[config.mk]
export PLATFORM = sky130hd
export DESIGN_NAME = dir_input_ctrl
export DESIGN_NICKNAME = d
export VERILOG_FILES = /design/src/rtl/dir_input_ctrl.sv
export SDC_FILE = /design/constraint.sdc
export NUM_CORES = 1
export LEC_CHECK = 0
export CAP_MARGIN = 0
export CORE_UTILIZATION = 35
export CTS_CLUSTER_DIAMETER = 120
export CTS_CLUSTER_SIZE = 40
export DETAILED_ROUTE_END_ITERATION = 6
export GPL_TIMING_DRIVEN = 1
export HOLD_SLACK_MARGIN = 0.12
export MAX_ROUTING_LAYER = met4
export SYNTH_ARGS = -nofsm -noshare
export SYNTH_HDL_FRONTEND = slang
export SYNTH_SLANG_ARGS = --single-unit
[constraint.sdc]
create_clock -name clk -period 3.7 [get_ports clk]
set_input_delay 0.555 -clock clk [delete_from_list [all_inputs] [get_ports clk]]
set_output_delay 0.555 -clock clk [all_outputs]
set_load 0.01 [all_outputs]
[src/rtl/dir_input_ctrl.sv]
`default_nettype none
// ============================================================================
// Module   : dir_input_ctrl
// Brief    : Debounced direction buttons -> committed snake heading, one turn per move.
// Revision : 1.0
// ============================================================================
module dir_input_ctrl #(
    parameter int DEBOUNCE_CYCLES = 10000,
    parameter int CNT_W           = 14
) (
    input  logic       clk,
    input  logic       clear,
    input  logic [3:0] btn_raw,
    input  logic       move_tick,
    output logic [3:0] direction,
    output logic [1:0] heading,
    output logic       dir_change
);

    localparam logic [CNT_W-1:0] c_CNT_MAX = CNT_W'(DEBOUNCE_CYCLES - 1);
    localparam logic [CNT_W-1:0] c_CNT_ONE = CNT_W'(1);

    logic [3:0] r_sync1;
    logic [3:0] r_sync2;
    logic [3:0] w_stable;
    logic [3:0] r_stable_q;
    logic [3:0] w_press_vec;

    logic       w_press_any;
    logic [1:0] w_press_code;
    logic       w_press_valid;
    logic [1:0] w_next_heading;

    logic [1:0] r_heading;
    logic [3:0] r_direction;
    logic       r_dir_change;
    logic [1:0] r_pending;
    logic       r_pending_valid;

    always_ff @(posedge clk or posedge clear) begin
        if (clear) begin
            r_sync1    <= 4'b0000;
            r_sync2    <= 4'b0000;
            r_stable_q <= 4'b0000;
        end else begin
            r_sync1    <= btn_raw;
            r_sync2    <= r_sync1;
            r_stable_q <= w_stable;
        end
    end

    generate
        for (genvar i = 0; i < 4; i++) begin : g_deb
            logic [CNT_W-1:0] r_cnt;
            logic             r_stable;

            always_ff @(posedge clk or posedge clear) begin
                if (clear) begin
                    r_cnt    <= '0;
                    r_stable <= 1'b0;
                end else if (r_sync2[i] == r_stable) begin
                    r_cnt <= '0;
                end else if (r_cnt == c_CNT_MAX) begin
                    r_stable <= ~r_stable;
                    r_cnt    <= '0;
                end else begin
                    r_cnt <= r_cnt + c_CNT_ONE;
                end
            end

            assign w_stable[i] = r_stable;
        end
    endgenerate

    // Rising edge of the debounced level only; releases are ignored.
    assign w_press_vec = w_stable & ~r_stable_q;

    always_comb begin
        w_press_any  = 1'b1;
        w_press_code = 2'b11;
        if (w_press_vec[3])      w_press_code = 2'b11;
        else if (w_press_vec[0]) w_press_code = 2'b00;
        else if (w_press_vec[1]) w_press_code = 2'b01;
        else if (w_press_vec[2]) w_press_code = 2'b10;
        else                     w_press_any  = 1'b0;
    end

    // With this encoding the reverse heading is the bitwise complement.
    assign w_press_valid = w_press_any
                         && (w_press_code != r_heading)
                         && (w_press_code != ~r_heading);

    always_comb begin
        w_next_heading = r_heading;
        if (w_press_valid)        w_next_heading = w_press_code;
        else if (r_pending_valid) w_next_heading = r_pending;
    end

    always_ff @(posedge clk or posedge clear) begin
        if (clear) begin
            r_heading       <= 2'b11;
            r_direction     <= 4'b1000;
            r_dir_change    <= 1'b0;
            r_pending       <= 2'b11;
            r_pending_valid <= 1'b0;
        end else if (move_tick) begin
            r_heading       <= w_next_heading;
            r_direction     <= 4'b0001 << w_next_heading;
            r_dir_change    <= (w_next_heading != r_heading);
            r_pending_valid <= 1'b0;
        end else begin
            r_dir_change <= 1'b0;
            if (w_press_valid) begin
                r_pending       <= w_press_code;
                r_pending_valid <= 1'b1;
            end
        end
    end

    assign heading    = r_heading;
    assign direction  = r_direction;
    assign dir_change = r_dir_change;

endmodule
`default_nettype wire

Word level (Yosys, flattened, before mapping)
Cells that the tools add are included.
{ "classes": {"add_sub_neg": 4, "n_reduce_logical": 8, "eq_ne": 11, "bitwise_logic": 12, "mux": 21, "shifts": 1} }
{ "ops": {"columns": ["operator", "n"], "rows": [
  ["14-bit two-way mux", 8],
  ["14-bit by 1-bit adder with 14-bit output, second input constant", 4],
  ["14-bit equality test, second input constant", 4],
  ["2-bit two-way mux", 5],
  ["2-bit AND reduction", 5],
  ["1-bit NOT", 9],
  ["1-bit two-way mux", 8],
  ["2-bit != test", 3],
  ["4-bit bitwise AND", 1],
  ["1-bit equality test", 4],
  ["4-bit NOT", 1],
  ["1-bit by 2-bit left shift with 4-bit output, first input constant", 1],
  ["1-bit logical AND", 2],
  ["2-bit NOT", 1],
  ["2-bit nonzero test", 1]
]} }
{ "word_totals": {"register_bits": 82, "elab_cells": 73, "out_inout_bits": 7} }

Depth between registers and ports, before layout
{ "depth": {"ltp_word": 12, "ltp_mapped": 7, "mapped_depth_nobuf": 7} }

Worst setup path after synthesis
OpenSTA, ideal clock, no wires.
{ "synth_path": {"path_kind": "flip-flop to flip-flop", "from": "register r_heading[1] (netlist: heading[1])", "to": "register r_direction[0] (netlist: direction[0])", "stages_incl_launch_ff": 7, "setup_ns": 0.121, "t_arrival_ns": 1.569, "path_slack_ns": 2.010, "required_ns": 3.579, "path_cell_list": "dfstp_2 buf_6 inv_1 o31ai_1 a211oi_2 o211a_1 a22o_1"} }
{ "synth_between": {"elab_chain_cells": 5, "elab_cells_between_ends": 8, "cone_classes": "eq/ne (2); shift (1); mux (2); bitwise (1); reduce/logical (2)"} }
{ "synth_rtl": {"columns": ["element", "line", "text"], "rows": [
  ["start, declared", "34", "logic [1:0] r_heading;"],
  ["start signal, assigned", "107", "r_heading <= w_next_heading;"],
  ["2-bit != test or 2-bit NOT (tied branches)", "90, 91", null],
  ["1-bit logical AND or 2-bit != test (tied branches)", "90, 91", null],
  ["1-bit logical AND", "91", "&& (w_press_code != ~r_heading);"],
  ["2-bit two-way mux *", "95", "if (w_press_valid) w_next_heading = w_press_code;"],
  ["1-bit by 2-bit left shift with 4-bit output *", "108", "r_direction <= 4'b0001 << w_next_heading;"],
  ["end signal, assigned", "108", null],
  ["end, declared", "35", "logic [3:0] r_direction;"]
]} }
Mark *: on every way between the ends. The rest lies on a longest branch, timed or not.
A chain may end at the register's enable or synchronous reset.

Worst setup path after layout
{ "layout_path": {"from": "register r_heading[0] (netlist: heading[0])", "to": "output port heading[0]"} }
{ "layout_lines": {"columns": ["element", "line", "text"], "rows": [
  ["end, declared", "16", "output logic [1:0] heading,"]
]} }
No word-level cell between the ends.

==> impl_results.md <==
- Initial core utilization: 36.4%
- Die outline height: 106 um
- Hold buffers post-CTS: 0
- Core Util, Final: 41.0%
- Startpoint types: register
- Final worst-path cycle share: 59.2%
- Num Clock Sinks: 82
- Full die area: 11,300 um^2
- Site Rows: 37
- Total leakage power: 1.82 nW
- Number of setup buffers added after CTS: 0
- Final critical-path required period: 2190 ps
- Resized Gates After CTS: 0
- Post-Syn Instances: 366
- Slowest cell on crit path: dfstp_2
- Synth Cell Area: 3800 um^2
- GR Util All Layers: 13.2%
- Worst r2r dst: direction[0]
- # DRC: 0
- First-pass GRT wire length: 11,600 um
- WP data required: 3140 ps
- P&R area growth vs syn: 12.4%
- Port buffer count: 13
- H-Tree Depth: 3
- Peak VDD IR: 0.164 mV
- Sequential share of the synthesized area: 54.2%
- DR vias: 2,523
- Worst Hold Launch: r_sync1[1]
- Hold Path End: r_sync2[1]
- Area occupied by registers: 2060 um^2
- Total iterations of the first detailed-routing run: 5
- Worst reg2reg setup slack: 1770 ps
- Vias in the first global route: 2,530
- Seq cells post-synth: 82
- Share of layout cells above drive strength 1: 9.77%
- Timing-limited maximum frequency: 456 MHz
- Fillers: 1,022
- Synth cell types: 51
- Final Slew Violations: 0
- Worst r2r src: heading[1]
- Crit-path leading delay family: flip-flops
- Yosys warns: 0
- Number of diodes: 0
- Synth area leader: dfrtp_1
- Overflow after GRT: 0
- Setup TNS: 0 ps
- Syn_nets: 377
- Slowest cell delay on critical path: 690 ps
- Top Ports: 14
- Outcome: finished, final reports clean
- Die width: 106 um
- Final hold viol count: 0
- Top-area cell type share of the netlist area: 50.8%
- Clock Skew: 10.0 ps
- RSZ-0062 raised after global routing: false
- CTS tree: built
- Buf+Inv Stages, Crit Path: 1
- DR WL/cell: 12.2 um
- Final #Nets: 395
- Critical Path Fanout Max: 13
- CP Capture Type: output pin
- PwrDens: 407 nW/um^2
- Ordered list of cells on the worst path: clkdlybuf4s50_1
- Max Cap Viol: 0
- Ys flop type: dfrtp_1
- Clock slew at reported path FFs: 80 ps
- Relative slew margins: 51.6%
- Core Box Area: 10,400 um^2
- Dominant cells by area after synthesis: dfrtp_1 (51%), xor2_1 (6.7%), nor2_1 (6.3%)
- FFs w/ async S/R, synth: 100%
- FF-to-FF path depth: 6
- Worst Hold Class: reg -> reg
- Via density: 4.81
- Min-Delay Path Depth: 0
- Max clock buf depth: 2
- Final wirelength: 6400 um
- Number of antenna-violating nets in the routed design: 0
- EDFF count, synth: 0
- Clk_lat worst skew: 350 ps
- Fin Hold WS: 345 ps
- GP Congestion: 0.812
- Largest net degree at the start of global routing: 45
- Critical path class: reg -> out
- Crit path DAT: 1640 ps
- Num CTS Buffers: 9
- DRT iter0 DRCs: 101
- HPWL after DPL: 4450 um
- Least-Margin Pin Slew: 725 ps
- Initial antenna violation count: 0
- Clk root buf: clkbuf_8
- Multi-input logic area: 1670 um^2
- Avg Inst Size Synth: 10.4 um^2
- Crit path depth: 1
- Setup violations, final: 0
-- Yosys cell counts, types with 2 or more instances --
cell and n:
a21oi_1 12, and2b_1 2, and3_1 10, and3_2 2, buf_2 4, buf_6 2, clkbuf_1 2, dfrtp_1 77
dfstp_2 5, ha_1 4, inv_1 6, mux2_1 2, mux2_2 4, mux2i_1 2, nand2_1 29, nand2b_1 4
nand2b_2 2, nand3_1 21, nand4_1 10, nor2_1 64, nor2b_1 4, nor3_1 2, nor4_1 3, nor4b_1 2
o211a_1 3, o21ai_0 9, o21ai_1 4, o31ai_1 2, or3_1 6, or4_4 2, xnor2_1 17, xor2_1 29
-- through the flow --
stage | cell area, um^2 | total power (W) | worst slack [ps] | instances
after floorplan | 3800 | 0.00104 | 1040 | 366
after global placement | 4060 | 0.00109 | 1860 | 509
after detailed placement | 4060 | 0.00110 | 1800 | 509
after CTS | 4270 | 0.00176 | 1480 | 525
after global routing | 4270 | 0.00182 | 1440 | 525
final | 4270 | 0.00174 | 1510 | 525
-- kinds of logic after synthesis --
logic type                 Yosys count  share of synthesized area, %
AOI/OAI and AO/OA                   44                          7.71
adders and majority gates            4                          1.32
muxes                                8                          2.31
and+or+nand+nor                    167                          21.5
DFF                                 82                          54.2
buffers and inverters               14                          1.91
xor gates and xnor gates            47                          11.0
-- state kept, by name, summed over array words and instances (netlist names), 2 cells and up --
signal          cells
direction           4
g_deb.r_cnt        56
g_deb.r_stable      4
heading             2
r_pending           2
r_stable_q          4
r_sync1             4
r_sync2             4
-- per-layer routing --
layer / wire length (um) / track usage [%] / up-vias
li1: - / - / 1288
met1: 3310 / 17.5 / 1195
met2: 2820 / 19.5 / 32
met3: 155 / 3.13 / 8
met4: 112 / 5.16 / 0
met5: 0 / - / -
-- placed cells by master (no fill, tap or decap), types with 3 or more instances in the layout --
master / Yosys / routed
xnor2_1: 17 / 17
mux2_2: 4 / 4
a21oi_1: 12 / 12
o21ai_1: 4 / 4
nand4_1: 10 / 10
o211a_1: 3 / 3
inv_1: 6 / 5
nor2_1: 64 / 64
dfrtp_1: 77 / 77
dfstp_2: 5 / 5
nor4_1: 3 / 3
clkdlybuf4s50_1: 0 / 13
o21ai_0: 9 / 9
and3_1: 10 / 10
nand2_1: 29 / 29
xor2_1: 29 / 29
nand2b_1: 4 / 4
nand3_1: 21 / 21
clkbuf_8: 0 / 11
nor2b_1: 4 / 4
ha_1: 4 / 4
or3_1: 6 / 6
-- power by group --
part | internal, W | switching, W
Sequential | 0.000925 | 0.0000301
Clock | 0.000348 | 0.000315
Combinational | 0.0000547 | 0.0000655
Total | 0.00133 | 0.000410
-- area by class of cell --
type                            instances  share of cell area, %
Clock buffer                           12                   3.64
Clock inverter                          4                   1.17
Inverter                                6                  0.557
Multi-Input combinational cell        270                   39.0
Sequential cell                        82                   48.2
Tap cell                              136                   3.99
Timing Repair Buffer                   15                   3.40
-- worst max-delay path by stage --
stage,end,from,slack [ps]
floorplan,dir_change,clear,1040
CTS,heading[0],heading[0],1480
global placement,r_sync1[0],clear,1860
global route,heading[0],heading[0],1440
detailed placement,direction[0],heading[1],1800
finish,heading[0],heading[0],1510
No activity file was read; power rests on OpenSTA's default activity.
